$ cat config.mk
export PLATFORM = sky130hd
export DESIGN_NAME = input_event_conditioner
export DESIGN_NICKNAME = d
export VERILOG_FILES = /design/src/rtl/input_event_conditioner.sv
export SDC_FILE = /design/constraint.sdc
export NUM_CORES = 1
export LEC_CHECK = 0
export BUFFER_PORTS_ARGS = -buffer_cell sky130_fd_sc_hd__buf_2
export CAP_MARGIN = 20
export CELL_PAD_IN_SITES_DETAIL_PLACEMENT = 1
export CELL_PAD_IN_SITES_GLOBAL_PLACEMENT = 1
export CORE_MARGIN = 1
export CORE_UTILIZATION = 48
export CTS_CLUSTER_DIAMETER = 80
export CTS_CLUSTER_SIZE = 20
export DETAILED_ROUTE_END_ITERATION = 8
export HOLD_SLACK_MARGIN = 0.08
export PLACE_DENSITY_LB_ADDON = 0.05
export SETUP_SLACK_MARGIN = 0.1
export SLEW_MARGIN = 20
export SYNTH_ARGS = -nofsm -noshare
export SYNTH_HDL_FRONTEND = slang
export SYNTH_SLANG_ARGS = --single-unit
$ cat constraint.sdc
create_clock -name clock -period 6.1 [get_ports clock]
set_input_delay 0 -clock clock [delete_from_list [all_inputs] [get_ports clock]]
set_output_delay 0 -clock clock [all_outputs]
set_load 0.05 [all_outputs]
$ cat src/rtl/input_event_conditioner.sv
// Four-button front end: 2-flop synchroniser, debounce, per-button auto-repeat FSM,
// sticky pending register with overrun counter, exposed to the processor as a status word.
module input_event_conditioner #(
    parameter int         DEBOUNCE_CYCLES = 500000,
    parameter int         DAS_DELAY       = 8000000,
    parameter int         DAS_REPEAT      = 2500000,
    parameter logic [3:0] REPEAT_MASK     = 4'b0111
) (
    input  logic        clock,
    input  logic        reset,
    input  logic        IO_left,
    input  logic        IO_right,
    input  logic        IO_down,
    input  logic        IO_rotate_cw,
    output logic [3:0]  held,
    output logic [3:0]  pulse,
    input  logic        evt_ack,
    input  logic [3:0]  evt_ack_mask,
    output logic [31:0] evt_word
);

    localparam int DB_W    = $clog2(DEBOUNCE_CYCLES + 1);
    localparam int RC_MAX  = (DAS_DELAY > DAS_REPEAT) ? DAS_DELAY : DAS_REPEAT;
    localparam int RC_W    = $clog2(RC_MAX + 1);

    generate
        if (DEBOUNCE_CYCLES < 1 || DAS_DELAY < 1 || DAS_REPEAT < 1) begin : g_param_check
            $error("input_event_conditioner: DEBOUNCE_CYCLES, DAS_DELAY and DAS_REPEAT must be >= 1");
        end
    endgenerate

    typedef enum logic [1:0] {IDLE, DELAY, REPEAT} rep_state_t;

    logic [3:0]      raw_n;
    logic [3:0]      sync_p0;
    logic [3:0]      sync_p1;
    logic [3:0]      stable;
    logic [3:0]      stable_d;
    logic [DB_W-1:0] db_cnt [4];
    logic [RC_W-1:0] rcnt   [4];
    rep_state_t      state  [4];
    logic [3:0]      pending;
    logic [7:0]      overrun;

    logic [3:0]      ack_clr;
    logic [3:0]      pending_nxt;
    logic [2:0]      ovr_inc;
    logic            ovr_clear;

    function automatic logic [7:0] sat_add8(input logic [7:0] a, input logic [2:0] b);
        logic [8:0] s;
        s = {1'b0, a} + {6'b0, b};
        return s[8] ? 8'hFF : s[7:0];
    endfunction

    assign raw_n = {IO_rotate_cw, IO_down, IO_right, IO_left};
    assign held  = stable;

    // Stage p0/p1: synchroniser. Flops hold pressed polarity so a reset value reads as released.
    always_ff @(posedge clock or posedge reset) begin
        if (reset) begin
            sync_p0  <= '0;
            sync_p1  <= '0;
            stable   <= '0;
            stable_d <= '0;
            for (int i = 0; i < 4; i++) begin
                db_cnt[i] <= '0;
            end
        end else begin
            sync_p0  <= ~raw_n;
            sync_p1  <= sync_p0;
            stable_d <= stable;
            for (int i = 0; i < 4; i++) begin
                if (sync_p1[i] != stable[i]) begin
                    if (db_cnt[i] == DB_W'(DEBOUNCE_CYCLES - 1)) begin
                        stable[i] <= ~stable[i];
                        db_cnt[i] <= '0;
                    end else begin
                        db_cnt[i] <= db_cnt[i] + DB_W'(1);
                    end
                end else begin
                    db_cnt[i] <= '0;
                end
            end
        end
    end

    // Auto-repeat FSMs: one press pulse, then DELAY -> REPEAT pulses while held.
    always_ff @(posedge clock or posedge reset) begin
        if (reset) begin
            pulse <= '0;
            for (int i = 0; i < 4; i++) begin
                state[i] <= IDLE;
                rcnt[i]  <= '0;
            end
        end else begin
            for (int i = 0; i < 4; i++) begin
                pulse[i] <= 1'b0;
                if (!stable[i]) begin
                    state[i] <= IDLE;
                    rcnt[i]  <= '0;
                end else begin
                    case (state[i])
                        IDLE: begin
                            if (!stable_d[i]) begin
                                pulse[i] <= 1'b1;
                                if (REPEAT_MASK[i]) begin
                                    state[i] <= DELAY;
                                    rcnt[i]  <= '0;
                                end
                            end
                        end
                        DELAY: begin
                            if (rcnt[i] == RC_W'(DAS_DELAY - 1)) begin
                                pulse[i] <= 1'b1;
                                state[i] <= REPEAT;
                                rcnt[i]  <= '0;
                            end else begin
                                rcnt[i] <= rcnt[i] + RC_W'(1);
                            end
                        end
                        REPEAT: begin
                            if (rcnt[i] == RC_W'(DAS_REPEAT - 1)) begin
                                pulse[i] <= 1'b1;
                                rcnt[i]  <= '0;
                            end else begin
                                rcnt[i] <= rcnt[i] + RC_W'(1);
                            end
                        end
                        default: begin
                            state[i] <= IDLE;
                            rcnt[i]  <= '0;
                        end
                    endcase
                end
            end
        end
    end

    always_comb begin
        ack_clr     = evt_ack ? evt_ack_mask : 4'h0;
        pending_nxt = (pending & ~ack_clr) | pulse;
        ovr_inc     = 3'($countones(pulse & pending));
        ovr_clear   = evt_ack && (evt_ack_mask == 4'hF) && (pending == 4'h0);
    end

    // Event register stage; evt_word is sampled from the state before this edge.
    always_ff @(posedge clock or posedge reset) begin
        if (reset) begin
            pending  <= '0;
            overrun  <= '0;
            evt_word <= '0;
        end else begin
            pending  <= pending_nxt;
            overrun  <= ovr_clear ? 8'h00 : sat_add8(overrun, ovr_inc);
            evt_word <= {16'h0000, overrun, stable, pending};
        end
    end

endmodule

==> results.cfg <==
[floorplanning]
die_y_um = 146
start_util = 0.491
dieArea_um2 = 21400
ios = 51
die_w_um = 146
coreArea_um2 = 20300
rows = 52

[drt]
wl_per_cell_um = 16.6
drt_first_pass_iters = 4
dr_wl_met2_um = 10700
maxUsedRoutingLayer = met4
ant_nets = 0
wl_met3_um = 530
vias = 7584
finalWirelength_um = 22300
drt_iter0_markers = 388
viasPerCell = 5.65
remaining_drc_errors = 0
m1WireLength_um = 10800

[clocking]
clockBufferDepth = 2
cts_setup_buffers = 0
clk_latency_ns = 0.44
cts_tree = yes
cts_buffers = 17
clockRootBuffer = clkbuf_16
cts.reportedPaths.clkPinSlew_ns = 0.07
clock-sinks = 195
htree_levels = 4

[power_and_ir_drop]
switchingPower_uw = 633
p_leak_nw = 4.74
seq_power_share = 0.506
powerDensity_nw_per_um2 = 241
vdd_drop_max_uv = 167
pwr-share-clk = 0.440
p_int_mw = 2.02
pwr-share-comb = 0.054
power.switching_fraction = 0.238

[logic_synthesis]
syn_inst = 1027
synth_area_leaders = dfrtp_1 49%, nor2_1 4.6%, a31oi_1 4.1%
synth_area_um2 = 9970
avgSynthCellArea_um2 = 9.71
synthArstFlopShare = 1.00
yosysTopAreaCellShare = 0.489
synth.distinct_cells = 62
synth_area_leader_cell = dfrtp_1
synthTopCellsByCount = 195 x dfrtp_1, 122 x nor2_1, 97 x nand2_1
synth_edf_count = 0
yosysMostFrequentCell = dfrtp_1
yosysWarnings = 0
yosysSeqAreaShare = 0.489
ys_ff_latch = 195
synthFlopType = dfrtp_1

[sta]
tns_ns = 0
setup_viol = 0
report.final.slew_viol_count = 0
min_period_ns = 2.52
whs_ns = 0.112
max_freq_mhz = 397
tightest_slew_ns = 0.953
finalCritPeriodShare = 0.413
hold_viol = 0
rsz0062_at_grt = no
finClkSkew_ns = 0.0132
relSlewSlack = 0.360
layout_setup_ws_ns = 3.58

[worst_setup_path]
r2r-end = rcnt[58]$_DFFE_PP0P_
reg2regPathDepth = 8
r2r_slack_ns = 3.58
worstPathArrival_ns = 2.86
start_kind = flop
end_kind = flop
crit_required_ns = 6.44
path_max_fanout = 43
path_class = flop to flop
r2r-start = rcnt[46]$_DFFE_PP0P_

[finish]
instances_no_fill = 1342
syn_to_final_growth_pct = 10.4
fin_area_um2 = 11000
nets = 1096
diodes = 0
drive_gt1_frac = 0.0905

[placement]
dp.cells = 1297
dp_hpwl_um = 14400
placed_area_um2 = 10300
pre_cts_ws_ns = 3.62
gp_congestion = 0.760
placement.io_buffers = 34

[worst_hold_path]
min_to = overrun[7]$_DFF_PP0_
hold_depth = 4
hold_path.class = primary input to flop
min_from = evt_ack

[run_status]
status = finished, final reports clean

[global_routing]
grt_start_max_net_pins = 122
grt_pass1_wl_um = 39200
grt_pass1_vias = 7872
antenna_found_initial = 0
grtUsageTotal = 0.224
overflow = 0

[job]
maxCapViolCount = 0
==> how the worst max path moves through the flow <==
| stage | start | end | cells past startpoint |
|---|---|---|---|
| 2_1_floorplan | reset | db_cnt[0]$_DFF_PP0_ | 1 |
| 3_3_place_gp | rcnt[46]$_DFFE_PP0P_ | rcnt[65]$_DFFE_PP0P_ | 8 |
| 3_5_place_dp | rcnt[46]$_DFFE_PP0P_ | rcnt[58]$_DFFE_PP0P_ | 8 |
| 4_1_cts | rcnt[46]$_DFFE_PP0P_ | rcnt[58]$_DFFE_PP0P_ | 8 |
| 5_1_grt | rcnt[46]$_DFFE_PP0P_ | rcnt[58]$_DFFE_PP0P_ | 8 |
| 6_report | rcnt[46]$_DFFE_PP0P_ | rcnt[58]$_DFFE_PP0P_ | 8 |
==> timing repair <==
item                                   4_1_cts  5_1_grt
hold buffers                                13        0
endpoints found under the hold margin      131        0
gates resized for setup                      0        0
==> final cells by class <==
type                            instances  area (um^2)
Clock buffer                           20          457
Inverter                               36          143
Tap cell                              270          338
Fill cell                            2331         9300
Clock inverter                         12          154
Sequential cell                       195         4880
Timing Repair Buffer                   51          330
Multi-Input combinational cell        758         4700
==> routing by layer <==
layer | GRT usage | vias up
li1 | - | 3678
met1 | 0.313 | 3800
met2 | 0.361 | 87
met3 | 0.0381 | 19
met4 | 0.0604 | 0
met5 | 0 | -
==> state kept, by name (all words and copies together) (netlist names) <==
| name | flops |
|---|---|
| state | 6 |
| held | 4 |
| evt_word | 13 |
| sync_p1 | 4 |
| db_cnt | 76 |
| rcnt | 69 |
| pulse | 4 |
| stable_d | 3 |
| pending | 4 |
| overrun | 8 |
| sync_p0 | 4 |
==> critical path, stage by stage, from the launching register on <==
cell and delay, ns:
dfrtp_1 0.41, ha_1 0.27, and4_4 0.23, and4_1 0.21
a31o_1 0.26, a221oi_4 0.21, buf_4 0.41, o21ai_0 0.19
a31oi_1 0.19
==> power groups by stage <==
stage	sequential [mW]	combinational [mW]	clock (mW)
floorplan	1.40	0.0825	0
global placement	1.37	0.137	0
detailed placement	1.37	0.139	0
CTS	1.34	0.146	1.20
global route	1.35	0.158	1.26
finish	1.34	0.143	1.17
==> kinds of logic (layout without fill, tap and decap cells) <==
family / after synthesis / after routing / share of synthesized area
AND/OR/NAND/NOR: 451 / 451 / 0.233
adder cells (fa/ha/maj): 26 / 26 / 0.0349
AO/OA/AOI/OAI: 181 / 181 / 0.121
flip-flops: 195 / 195 / 0.489
buffers and inverters: 89 / 119 / 0.0453
XOR/XNOR: 76 / 76 / 0.0668
multiplexers: 8 / 8 / 0.00878
other: 1 / 16 / 0.000376
==> per-stage QoR <==
step | utilization | total power, mW
after global routing | 0.542 | 2.76
after global placement | 0.506 | 1.50
after detailed placement | 0.506 | 1.51
after floorplan | - | 1.48
final | 0.542 | 2.65
after CTS | 0.542 | 2.69
==> cell usage in the layout (no fill, tap or decap), types with 22 or more instances in the layout <==
| cell type | instances |
|---|---|
| nor2_1 | 122 |
| a21oi_1 | 50 |
| o21ai_0 | 22 |
| nand3_1 | 66 |
| nand2_1 | 97 |
| ha_1 | 23 |
| dfrtp_1 | 195 |
| inv_1 | 35 |
| xor2_1 | 46 |
| xnor2_1 | 30 |
| buf_2 | 34 |
| nand4_1 | 28 |
| a31oi_1 | 65 |
| and3_1 | 22 |
Note: power is estimated with default switching activity, not from simulation.
